===== src/rtl/arbitro_escritura_banco.sv =====
// Write-port arbiter and RAW hazard scoreboard for the 32x32 MIPS register file.
// Round-robin between ALU (A) and load (M) write-back, with one-cycle registered write port.
module arbitro_escritura_banco #(
    parameter int DATA_W = 32,
    parameter int ADDR_W = 5
) (
    input  logic              clk,
    input  logic              reset,
    input  logic              a_valid,
    input  logic [ADDR_W-1:0] a_reg,
    input  logic [DATA_W-1:0] a_data,
    output logic              a_ready,
    input  logic              m_valid,
    input  logic [ADDR_W-1:0] m_reg,
    input  logic [DATA_W-1:0] m_data,
    output logic              m_ready,
    input  logic              hold,
    input  logic              rsv_valid,
    input  logic [ADDR_W-1:0] rsv_reg,
    input  logic [ADDR_W-1:0] q_reg1,
    input  logic [ADDR_W-1:0] q_reg2,
    output logic              hazard,
    output logic [ADDR_W-1:0] WriteReg,
    output logic [DATA_W-1:0] WriteData,
    output logic              Regwrite,
    output logic [1:0]        err
);

    localparam int NREG = 2 ** ADDR_W;

    typedef enum logic {PREF_A, PREF_M} prefT;

    prefT              pointer;
    logic [NREG-1:0]   busy;
    logic [NREG-1:0]   busyNext;
    logic              grant;
    logic [ADDR_W-1:0] grantReg;
    logic [DATA_W-1:0] grantData;
    logic [1:0]        errNext;

    assign a_ready = !reset && !hold && a_valid && (!m_valid || pointer == PREF_A);
    assign m_ready = !reset && !hold && m_valid && (!a_valid || pointer == PREF_M);
    assign grant   = a_ready || m_ready;
    assign hazard  = busy[q_reg1] | busy[q_reg2];

    always_comb begin
        grantReg  = m_reg;
        grantData = m_data;
        if (a_ready) begin
            grantReg  = a_reg;
            grantData = a_data;
        end
    end

    // Clear is applied before set so a new reservation replaces the retiring producer.
    always_comb begin
        busyNext = busy;
        if (grant && grantReg != '0) begin
            busyNext[grantReg] = 1'b0;
        end
        if (rsv_valid && rsv_reg != '0) begin
            busyNext[rsv_reg] = 1'b1;
        end
        busyNext[0] = 1'b0;
    end

    always_comb begin
        errNext = err;
        if (rsv_valid && rsv_reg != '0 && busy[rsv_reg] && !(grant && grantReg == rsv_reg)) begin
            errNext[0] = 1'b1;
        end
        if (grant && grantReg != '0 && !busy[grantReg]) begin
            errNext[1] = 1'b1;
        end
    end

    always_ff @(posedge clk) begin
        if (reset) begin
            pointer   <= PREF_A;
            busy      <= '0;
            err       <= 2'b00;
            WriteReg  <= '0;
            WriteData <= '0;
            Regwrite  <= 1'b0;
        end else begin
            busy     <= busyNext;
            err      <= errNext;
            Regwrite <= 1'b0;
            if (grant) begin
                pointer   <= a_ready ? PREF_M : PREF_A;
                WriteReg  <= grantReg;
                WriteData <= grantData;
                Regwrite  <= (grantReg != '0);
            end
        end
    end

endmodule


===== config.mk =====
export PLATFORM = sky130hd
export DESIGN_NAME = arbitro_escritura_banco
export DESIGN_NICKNAME = d
export VERILOG_FILES = /design/src/rtl/arbitro_escritura_banco.sv
export SDC_FILE = /design/constraint.sdc
export NUM_CORES = 1
export LEC_CHECK = 0
export ABC_AREA = 1
export CAP_MARGIN = 10
export CORE_MARGIN = 8
export CORE_UTILIZATION = 48
export DETAILED_ROUTE_END_ITERATION = 10
export GPL_TIMING_DRIVEN = 0
export HOLD_SLACK_MARGIN = 0.06
export PLACE_DENSITY = 0.92
export SLEW_MARGIN = 20
export SYNTH_ARGS = -nofsm -noshare
export SYNTH_HDL_FRONTEND = slang
export SYNTH_SLANG_ARGS = --single-unit

===== constraint.sdc =====
create_clock -name clk -period 2.15 [get_ports clk]
set_input_delay 0.215 -clock clk [delete_from_list [all_inputs] [get_ports clk]]
set_output_delay 0.215 -clock clk [all_outputs]
set_load 0.03 [all_outputs]

Yosys cells after proc, flatten, opt, wreduce, memory -nomap -nowiden

Index checks and enable logic that the tools add are counted.

Multiplexer cells: 17
Reductions and logical operators: 25
Order comparisons: 6
Eq/ne operators: 1
Bitwise operators: 6

Operators by type and width:

| operator                                                    | number |
|---|---|
| two-way mux 32 bit                                          | 3 |
| bitwise AND 32 bit                                          | 1 |
| NOT 32 bit                                                  | 1 |
| bitwise OR 32 bit                                           | 1 |
| less-than comparator 5 x 6 -> 1 bit (second input constant) | 4 |
| binary-select mux 1 bit (select 5 bit)                      | 4 |
| logical AND 1 bit                                           | 13 |
| demux 1 bit (select 5 bit)                                  | 2 |
| >= comparator 5 x 1 -> 1 bit (second input constant)        | 2 |
| nonzero test 5 bit                                          | 2 |
| two-way mux 1 bit                                           | 7 |
| zero test 1 bit                                             | 6 |
| equality test 5 bit                                         | 1 |
| two-way mux 5 bit                                           | 1 |
| logical OR 1 bit                                            | 3 |
| NOT 1 bit                                                   | 2 |
| OR reduction 2 bit                                          | 1 |
| bitwise OR 1 bit                                            | 1 |

Input port bits: 95
Register bits: 73
Output and inout bits: 43

Logic depth before layout (Yosys ltp)

Depth in word-level cells: 14
Depth in mapped cells: 14

Worst setup path before layout

Ideal clock, no wire load.

Kind: input to output
Start: input q_reg2[0]
End: output hazard
Arrival: 1.471 ns
Path slack: 0.464 ns
Buffers on the path: 2
Stages on the path: 8
Data required time: 1.935 ns
Cells stage by stage: clkbuf_1 clkbuf_1 a21oi_1 o31ai_1 nand2_1 a21oi_1 a21oi_1 nand2_1

Cells in the longest elaborated chain, start to end: 3

RTL lines:

| element                                 | line | text |
|---|---|---|
| start, declared                         | 21   | `input logic [ADDR_W-1:0] q_reg2,` |
| binary-select mux 1 bit (select 5 bit)  | 44   | `assign hazard = busy[q_reg1] \| busy[q_reg2];` |
| two-way mux 1 bit (implied by the code) | 44   |  |
| bitwise OR 1 bit                        | 44   |  |
| end, declared                           | 22   | `output logic hazard,` |

Every way passes these cells. The select of a mux whose other input is x is not followed.

Worst setup path in the final report

Start: input reset
End: register busy[21]

Cells in the longest elaborated chain, start to end: 14

RTL lines:

| element                                                                                                   | line   | text |
|---|---|---|
| start, declared                                                                                           | 8      | `input logic reset,` |
| zero test 1 bit                                                                                           | 41, 42 |  |
| logical AND 1 bit                                                                                         | 41, 42 |  |
| logical AND 1 bit (2 in series)                                                                           | 41     | `assign a_ready = !reset && !hold && a_valid && (!m_valid \|\| pointer == PREF_A);` |
| two-way mux 5 bit                                                                                         | 49     | `if (a_ready) begin` |
| less-than comparator 5 x 6 -> 1 bit (implied by the code) or >= comparator 5 x 1 -> 1 bit (tied branches) | 59     | `busyNext[grantReg] = 1'b0;` |
| logical AND 1 bit (implied by the code)                                                                   | 59     |  |
| two-way mux 1 bit (implied by the code)                                                                   | 59     |  |
| demux 1 bit (select 5 bit)                                                                                | 59     |  |
| NOT 32 bit (no source line)                                                                               | -      |  |
| bitwise AND 32 bit (no source line)                                                                       | -      |  |
| two-way mux 32 bit                                                                                        | 58     | `if (grant && grantReg != '0) begin` |
| bitwise OR 32 bit (no source line)                                                                        | -      |  |
| two-way mux 32 bit                                                                                        | 61     | `if (rsv_valid && rsv_reg != '0) begin` |
| end signal, assigned                                                                                      | 86     | `busy <= busyNext;` |
| end, declared                                                                                             | 34     | `logic [NREG-1:0] busy;` |

Parallel ways exist; a longest one is shown, timed or not.
A chain may end at the register's enable or synchronous reset.

==> impl_metrics.yaml <==
yosys:
  syn_area_per_cell_um2: 6.123
  syn_nets: 837
  syn_inst: 742
  ys_seq_elements: 72
  synth_seq_area_share_pct: 31.73
  ys_types: 32
  syn_area_um2: 4543
  yosysWarnings: 0
grt:
  antenna_found_initial: 0
  grt_pass1_wl_um: 27480
  grt_max_degree: 13
  overflow: 0
  grt_use_total_pct: 26.54
  grt_pass1_vias: 5502
floorplanning:
  boundaryPins: 138
  fp.dieH_um: 113.3
  die_x_um: 113.3
  initial_core_util_pct: 49.40
  die_area_um2: 12830
  core-area_um2: 9196
  row_count: 35
clock_tree:
  cts.clk_slew.worst_paths_ns: 0.08
  htree_levels: 3
  holdBufCountCts: 0
  cts_made_buffers: 9
  cts_tree: "yes"
  worstSkewPairLatency_ns: 0.36
  clock-sinks: 72
  cts_root_buf: "clkbuf_8"
  clock_path_buffers: 2
timing:
  period_minus_slack_ns: 2.049
  setup_viol: 0
  finClkSkew_ns: 0.009266
  fmax_mhz: 488.0
  finalCritPeriodShare_pct: 95.32
  hold_viol: 0
  timing.hold.ws_ns: 0.4507
  drv_slew: 0
  fin_ws_ns: 0.1007
  fin_setup_tns_ns: 0
  maxSlewHeadroom_pct: 61.80
  worstMarginPinSlew_ns: 0.5730
setup_path:
  ff2ff_path_depth: 7
  crit_chain: "clkdlybuf4s50_1 > nor2_4 > nand3_4 > buf_6 > o21ai_4 > nand2_1 > o21ai_0 > a21oi_1"
  crit_arrival_ns: 2.27
  crit_slowest_cell: "clkdlybuf4s50_1"
  critical-path-top-delay-family: "simple AND/OR/NAND/NOR gates"
  end_kind: "register"
  slowest_delay_ns: 0.47
  critPathMaxFanout: 10
  worst-path-buf-inv: 2
  worstPathRequired_ns: 2.37
  start_kind: "input port"
  criticalPathCategory: "input port to register"
  crit_cells: 8
min_path:
  hold_path_depth: 2
  hold_path.class: "register to register"
detailed_routing:
  drt_wl_total_um: 17170
  postRouteAntennaNets: 0
  drt_iter0_drc: 618
  avgRoutedWirePerCell_um: 17.05
  vias: 5728
  drt_first_pass_iters: 7
  viasPerCell: 5.688
  drc: 0
power:
  p_per_area_nw_per_um2: 541.1
  leakage_nw: 2.748
  peakVddDrop_mv: 0.3214
layout:
  final_common_cell: "nand2_1"
  antenna_cells: 0
  nNetsFinal: 986
  mostFrequentLayoutCells: "nand2_1, clkdlybuf4s50_1, inv_1"
  areaGrowthSynthToFinish_pct: 38.91
  final_layout_size_suffix_gt1_share_pct: 7.366
  fin_util_pct: 68.63
  fill_cells: 771
placed_design:
  place_congestion: 0.9886
  detailed_place_hpwl_um: 13010
  pre_cts_ws_ns: -0.6107
  port_buffers: 135
outcome:
  status: "completed"
flow_run:
  max-cap-violations: 0
[worst reg2reg max path, delay by kind of cell, from the launching register on]
family	cells	cell delay, ns
AO/OA/AOI/OAI	3	0.69
buffers and inverters	1	0.19
flip-flops	1	0.34
AND/OR/NAND/NOR	3	0.62
[worst paths after layout]
check             startpoint        to  slack [ns]
setup reg to reg     pointer  busy[21]        0.20
hold / removal        err[0]    err[0]        0.45
hold reg to reg       err[0]    err[0]        0.45
setup / recovery       reset  busy[21]        0.10
[routing by layer]
layer | wire length (um) | share of wire, % | track usage [%]
met3 | 2309 | 13 | 9.904
met2 | 7783 | 45 | 43.41
met4 | 686 | 4.0 | 11.81
met1 | 6389 | 37 | 30.25
met5 | 0 | 0 | 0
[through the flow]
stage                     power (mW)  std cells  area [um2]
after floorplan                1.897        742        4543
after CTS                      3.391       1006        6257
after detailed placement       2.304        988        6033
after global routing           3.561       1007        6311
final                          3.415       1007        6311
after global placement         2.295        988        6033
[final cells by class]
class	count	area [um2]	share of cell area, %
inverter	85	320.3	5.075
clock inverter	5	56.30	0.8921
tap	111	138.9	2.201
buffer	37	173.9	2.756
sequential	72	1445	22.90
timing repair buffer	138	1364	21.61
multi-input combinational	548	2671	42.33
clock buffer	11	141.4	2.240
[report_power, final]
group	switching, mW	leakage [nW]	internal [mW]	total [mW]
clock	0.540	0.0993	0.566	1.11
combinational	0.507	2.06	0.371	0.878
sequential	0.0421	0.588	1.39	1.43
[cells in the mapped netlist]
cell type	n	area share, %
nand2_1	238	20
inv_1	81	6.7
dfxtp_1	72	32
nand3_1	54	5.9
o21ai_0	54	5.9
nor2_1	50	4.1
a21oi_1	49	5.4
o211ai_1	41	6.8
clkbuf_1	27	2.2
o21ai_1	11	1.2
o22ai_1	11	1.5
buf_2	9	0.99
nand4_1	6	0.83
a22oi_1	5	0.83
o31ai_1	5	0.83
nand2_2	3	0.41
nor2_4	3	0.74
o221ai_1	3	0.58
clkinv_1	2	0.17
inv_2	2	0.17
nand2_4	2	0.50
nand3b_1	2	0.33
nor3_1	2	0.22
or2_2	2	0.28
a21oi_2	1	0.19
a31oi_1	1	0.14
buf_6	1	0.25
nand3_2	1	0.22
nand3_4	1	0.39
o21a_1	1	0.17
o21ai_4	1	0.36
xor2_1	1	0.19
[sequential cells by signal, indices dropped and copies added (netlist names)]
signal and count:
WriteData 32, busy 31, WriteReg 5, err 2
Regwrite 1, pointer 1
[repair_timing]
action / CTS / global route
setup buffers: 2 / 1
resized for setup: 14 / 27
endpoints found under the hold margin: 0 / 0
setup endpoints to repair: 3 / 31
pin swaps: 0 / 2
[kinds of logic (layout without fill, tap and decap cells)]
| kind of cell | count (synthesis) | after routing | synth area share, % |
|---|---|---|---|
| AND/OR/NAND/NOR | 364 | 364 | 33.65 |
| buffers and inverters | 122 | 276 | 10.49 |
| flip-flops | 72 | 72 | 31.73 |
| XOR/XNOR | 1 | 1 | 0.1928 |
| AO/OA/AOI/OAI | 183 | 183 | 23.93 |
No activity file was read; power rests on OpenSTA's default activity.
